## src/rtl/spi_sclk_gen.sv

```systemverilog
// SPI serial-clock generator: programmable half period, all CPOL/CPHA modes,
// edge/sample/shift strobes and a bit counter with start/busy/done handshake.
module spi_sclk_gen #(
   parameter int DIV_W = 8,
   parameter int CNT_W = 5
) (
   input  logic             clk,
   input  logic             rst,
   input  logic             start,
   input  logic             cpol,
   input  logic             cpha,
   input  logic [DIV_W-1:0] div,
   input  logic [CNT_W-1:0] num_bits,
   output logic             sclk,
   output logic             leading_edge,
   output logic             trailing_edge,
   output logic             sample,
   output logic             shift,
   output logic [CNT_W-1:0] bit_idx,
   output logic             busy,
   output logic             done
);

   typedef enum logic {IDLE, RUN} state_t;

   state_t             state_q, state_d;
   logic               sclk_q, sclk_d;
   logic               lead_q, lead_d;
   logic               trail_q, trail_d;
   logic               done_q, done_d;
   logic               arm_q, arm_d;
   logic               cpol_q, cpol_d;
   logic               cpha_q, cpha_d;
   logic [DIV_W-1:0]   hc_q, hc_d;
   logic [DIV_W-1:0]   div_q, div_d;
   logic [CNT_W-1:0]   nb_q, nb_d;
   logic [CNT_W-1:0]   bit_q, bit_d;
   logic [CNT_W-1:0]   bit_nxt;

   assign bit_nxt = bit_q + 1'b1;

   always_ff @(posedge clk) begin
      if (rst) begin
         state_q <= IDLE;
         sclk_q  <= 1'b0;
         lead_q  <= 1'b0;
         trail_q <= 1'b0;
         done_q  <= 1'b0;
         arm_q   <= 1'b0;
         cpol_q  <= 1'b0;
         cpha_q  <= 1'b0;
         hc_q    <= '0;
         div_q   <= '0;
         nb_q    <= '0;
         bit_q   <= '0;
      end else begin
         state_q <= state_d;
         sclk_q  <= sclk_d;
         lead_q  <= lead_d;
         trail_q <= trail_d;
         done_q  <= done_d;
         arm_q   <= arm_d;
         cpol_q  <= cpol_d;
         cpha_q  <= cpha_d;
         hc_q    <= hc_d;
         div_q   <= div_d;
         nb_q    <= nb_d;
         bit_q   <= bit_d;
      end
   end

   always_comb begin
      state_d = state_q;
      sclk_d  = sclk_q;
      lead_d  = 1'b0;
      trail_d = 1'b0;
      done_d  = 1'b0;
      arm_d   = arm_q;
      cpol_d  = cpol_q;
      cpha_d  = cpha_q;
      hc_d    = hc_q;
      div_d   = div_q;
      nb_d    = nb_q;
      bit_d   = bit_q;
      unique case (state_q)
         IDLE: begin
            sclk_d = cpol;
            if (start && (num_bits != '0)) begin
               state_d = RUN;
               cpol_d  = cpol;
               cpha_d  = cpha;
               div_d   = div;
               nb_d    = num_bits;
               hc_d    = '0;
               bit_d   = '0;
               arm_d   = 1'b1;
            end
         end
         RUN: begin
            // One settling cycle after acceptance before the half-period count starts
            if (arm_q) begin
               arm_d = 1'b0;
            end else if (hc_q == div_q) begin
               hc_d   = '0;
               sclk_d = ~sclk_q;
               if (sclk_q == cpol_q) begin
                  lead_d = 1'b1;
               end else begin
                  trail_d = 1'b1;
                  bit_d   = bit_nxt;
                  if (bit_nxt == nb_q) begin
                     done_d  = 1'b1;
                     state_d = IDLE;
                  end
               end
            end else begin
               hc_d = hc_q + 1'b1;
            end
         end
         default: state_d = IDLE;
      endcase
   end

   assign sclk          = sclk_q;
   assign leading_edge  = lead_q;
   assign trailing_edge = trail_q;
   assign sample        = cpha_q ? trail_q : lead_q;
   assign shift         = cpha_q ? lead_q : trail_q;
   assign bit_idx       = bit_q;
   assign busy          = (state_q == RUN);
   assign done          = done_q;

endmodule

```

## config.mk

```make
export PLATFORM = sky130hd
export DESIGN_NAME = spi_sclk_gen
export DESIGN_NICKNAME = d
export VERILOG_FILES = /design/src/rtl/spi_sclk_gen.sv
export SDC_FILE = /design/constraint.sdc
export NUM_CORES = 1
export LEC_CHECK = 0
export ABC_AREA = 1
export CORE_UTILIZATION = 30
export DETAILED_ROUTE_END_ITERATION = 8
export SYNTH_ARGS = -nofsm -noshare
export SYNTH_HDL_FRONTEND = slang
export SYNTH_SLANG_ARGS = --single-unit
```

## constraint.sdc

```tcl
create_clock -name clk -period 1.6 [get_ports clk]
set_clock_uncertainty 0.05 [all_clocks]
set_input_delay 0.16 -clock clk [delete_from_list [all_inputs] [get_ports clk]]
set_output_delay 0.16 -clock clk [all_outputs]
set_load 0.05 [all_outputs]
```

==> results list <==
- Once the floorplan was initialized, standard cells occupied 32.0% of the core.
* Final setup slack of the worst path: 58.0 ps
- Clock-pin transition on the worst setup and hold timing paths: 70 ps
- Kind of path behind the tightest hold check: in -> reg
* Most instantiated library cell after synthesis: nand2_1
- TritonCTS built the clock tree.
- At the pin with the least slew margin, the transition time is 314 ps.
* Maximum fanout count along the critical path: 4
- The first global-routing pass estimated 6460 µm of wire.
- Result of the run: finished clean
- Summed over all layers, the global routing overflow is 0.
* Wire length on met3: 140 µm
- The die is 76.8 µm tall.
- Setup repair after global routing could not meet its margin everywhere.
- Slowest stage cell on the critical path: dfxtp_2
- Cells fill 42.0% of the core in the end.
- R2R Path Start: bit_idx[1]
- Counting every sink on the clock net gives 34.
* Vias per cell: 4.43
- After detailed routing, the wire length on met1 is 1930 µm.
- Global placer's final weighted congestion: 0.786
- Of all cell types, the one taking the most synthesized area is dfxtp_1.
* Top cells by area, synth: dfxtp_1 41%, nand2_1 14%, a21oi_1 8.1%
- The number of antenna diodes in the final layout is 0.
- Highest metal layer with signal wires: met4
* Areal power density over the cells: 953 mW/mm²
- Area Growth Syn to Fin: 31.2%
- In the final design database the tool counted 294 nets.
* Row cnt: 26
- The number of different library cells used by synthesis comes to 26.
- Number of buffers added by the clock tree synthesis step: 5
- Counting flops with an async set or reset pin after synthesis yields a share of 0%.
- The finished layout holds 345 standard cells, fillers aside.
- Worst path max stage delay: 340 ps
- CTS built an H-tree with a depth of 2.
- Total vias in the final route: 1527
- Most instantiated flip-flop cell in the synthesis netlist: dfxtp_1
* # Max-Cap Violations: 0
- Critical path start-end classification: reg -> reg
- Antenna-violating nets left: 0
- IR analysis of the VDD net gives a maximum drop of 495 µV.
* Worst slack after detailed placement: -21.1 ps
* Number of port buffers: 29
* Instance count of the mapped netlist: 235
- When the netlist entered floorplanning its net count stood at 255.
* Overall die width: 76.8 µm
- Crit path capture type: flop
- The signal on the critical path passes through ha_1, or2_2, nand2_1, nor2_1, nor2_1, nand3_1, nor2_1, nor2_1.
- Headroom to the max-slew limit: 78.9%
- Vias in the first global route: 1414
- Final setup violation count: 0
- Across every metal layer, demand over resource in global routing totals 13.8%.
* Worst endpoint data arrival time: 1670 ps
* Later-pin clock latency in the skew report: 280 ps
* Post-route clock period utilization: 96.4%
- Post-synth EDFFs: 0
- Share of layout cells above drive strength 1: 18.5%
* Detailed Route Iter0 Violations: 41
* Routed Wire Length: 3710 µm
- STA classifies the critical path startpoint as a flop.
* Pin count of the biggest net entering global routing: 15
- Derived from the worst setup path, the maximum achievable clock frequency is 649 MHz.
* Number of top-level pins: 30
* Dpl hpwl: 2850 µm
* Most numerous cell on the critical path: nor2_1
- Hold violation total from the final report: 0
- Synthesis Warnings: 0
* Final-layout setup total negative slack: 0 ps
* Average wire per cell in the routed design: 10.8 µm
* Hold Buf Count CTS: 0
* Clk Tree Root Cell: clkbuf_8
- Detailed-router iteration count before antenna repair: 4
- Data required, critical path: 1730 ps
* DRC violation count after routing: 0
- Met2 layer wire length in the routed design: 1590 µm
* Synth top cells by count: 63 x nand2_1, 34 x dfxtp_1, 27 x a21oi_1
* Leakage: 0.876 nW
- Post-Syn Area: 0.00168 mm²
- The most critical setup path has its startpoint at bit_idx[1].
* Synth top area share: 40.6%
- The core region is 0.00524 mm².
* Flip-flop and latch count after synthesis: 34
- Sequential element share of the synthesized area: 40.6%
- The initial antenna violation count came to 0.
- The worst hold path begins at div[5].
- Subtracting the final worst setup slack from the clock period gives 1540 ps.
* Area enclosed by the die boundary: 0.00590 mm²
- After synthesis, the mean cell area works out to 7.14 µm².
- Cell Count Post-Placement: 337
- Final number of max-transition violations: 0
* Clock Path Buffers: 2
==> timing repair <==
| action | CTS | global route |
|---|---|---|
| setup buffers | 0 | 0 |
| setup endpoints to repair | 0 | 1 |
| resized for setup | 0 | 1 |
==> flip-flops by register name, indices dropped and copies added (netlist names) <==
register       flops
sclk               1
cpol_q             1
cpha_q             1
arm_q              1
hc_q               8
div_q              8
busy               1
done               1
bit_idx            5
leading_edge       1
trailing_edge      1
nb_q               5
==> cell type report <==
| class | count | area (µm²) |
|---|---|---|
| Clock buffer | 7 | 86.3 |
| Clock inverter | 1 | 5.00 |
| Fill cell | 558 | 3040 |
| Inverter | 18 | 67.6 |
| Multi-Input combinational cell | 177 | 905 |
| Sequential cell | 34 | 684 |
| Tap cell | 70 | 87.6 |
| Timing Repair Buffer | 38 | 365 |
==> layer usage <==
metal,up-vias,GRT usage [%]
li1,834,-
met1,658,19.1
met2,31,20.7
met3,4,2.98
met4,0,5.19
met5,-,0
==> layout by cell type (no fill, tap or decap), drive strengths merged, types with 4 or more instances in the layout <==
| cell type | instances |
|---|---|
| nand2 | 69 |
| inv | 18 |
| a21oi | 27 |
| xnor2 | 10 |
| nand3 | 17 |
| or2 | 4 |
| nor3 | 5 |
| nor2 | 27 |
| buf | 21 |
| o21ai | 11 |
| clkdlybuf4s50 | 17 |
| clkbuf | 7 |
| dfxtp | 34 |
==> critical path: cells and delay by family (launching register included) <==
family	cells	cell delay [ps]
flip-flops	1	340
AND/OR/NAND/NOR	7	860
adder cells (fa/ha/maj)	1	200
==> power by group <==
group          switching, W  total, W  internal (W)  leakage (nW)
logic              0.000298  0.000503      0.000205         0.548
clock network      0.000301  0.000648      0.000347        0.0482
registers         0.0000454  0.000947      0.000902         0.280
total              0.000645   0.00210       0.00145         0.876
==> kinds of logic after synthesis <==
kind of cell	share of synthesized area (%)
AO/OA/AOI/OAI	12.0
XOR/XNOR	6.26
adder cells (fa/ha/maj)	1.49
buffers and inverters	5.82
flip-flops	40.6
AND/OR/NAND/NOR	33.9
==> worst paths after layout <==
kind / depth (start not counted) / to / slack [ps]
max: 8 / busy / 60
min: 3 / div_q[5] / 380
max reg2reg: 8 / busy / 60
min reg2reg: 2 / div_q[4] / 420
==> metrics by stage <==
step           power [W]  area (µm²)  hold slack (ps)
5_1_grt          0.00223        2200              395
3_5_place_dp     0.00147        2100              409
6_report         0.00210        2200              380
2_1_floorplan    0.00130        1680              179
3_3_place_gp     0.00147        2100              409
4_1_cts          0.00213        2200              373
No activity file was read; power rests on OpenSTA's default activity.
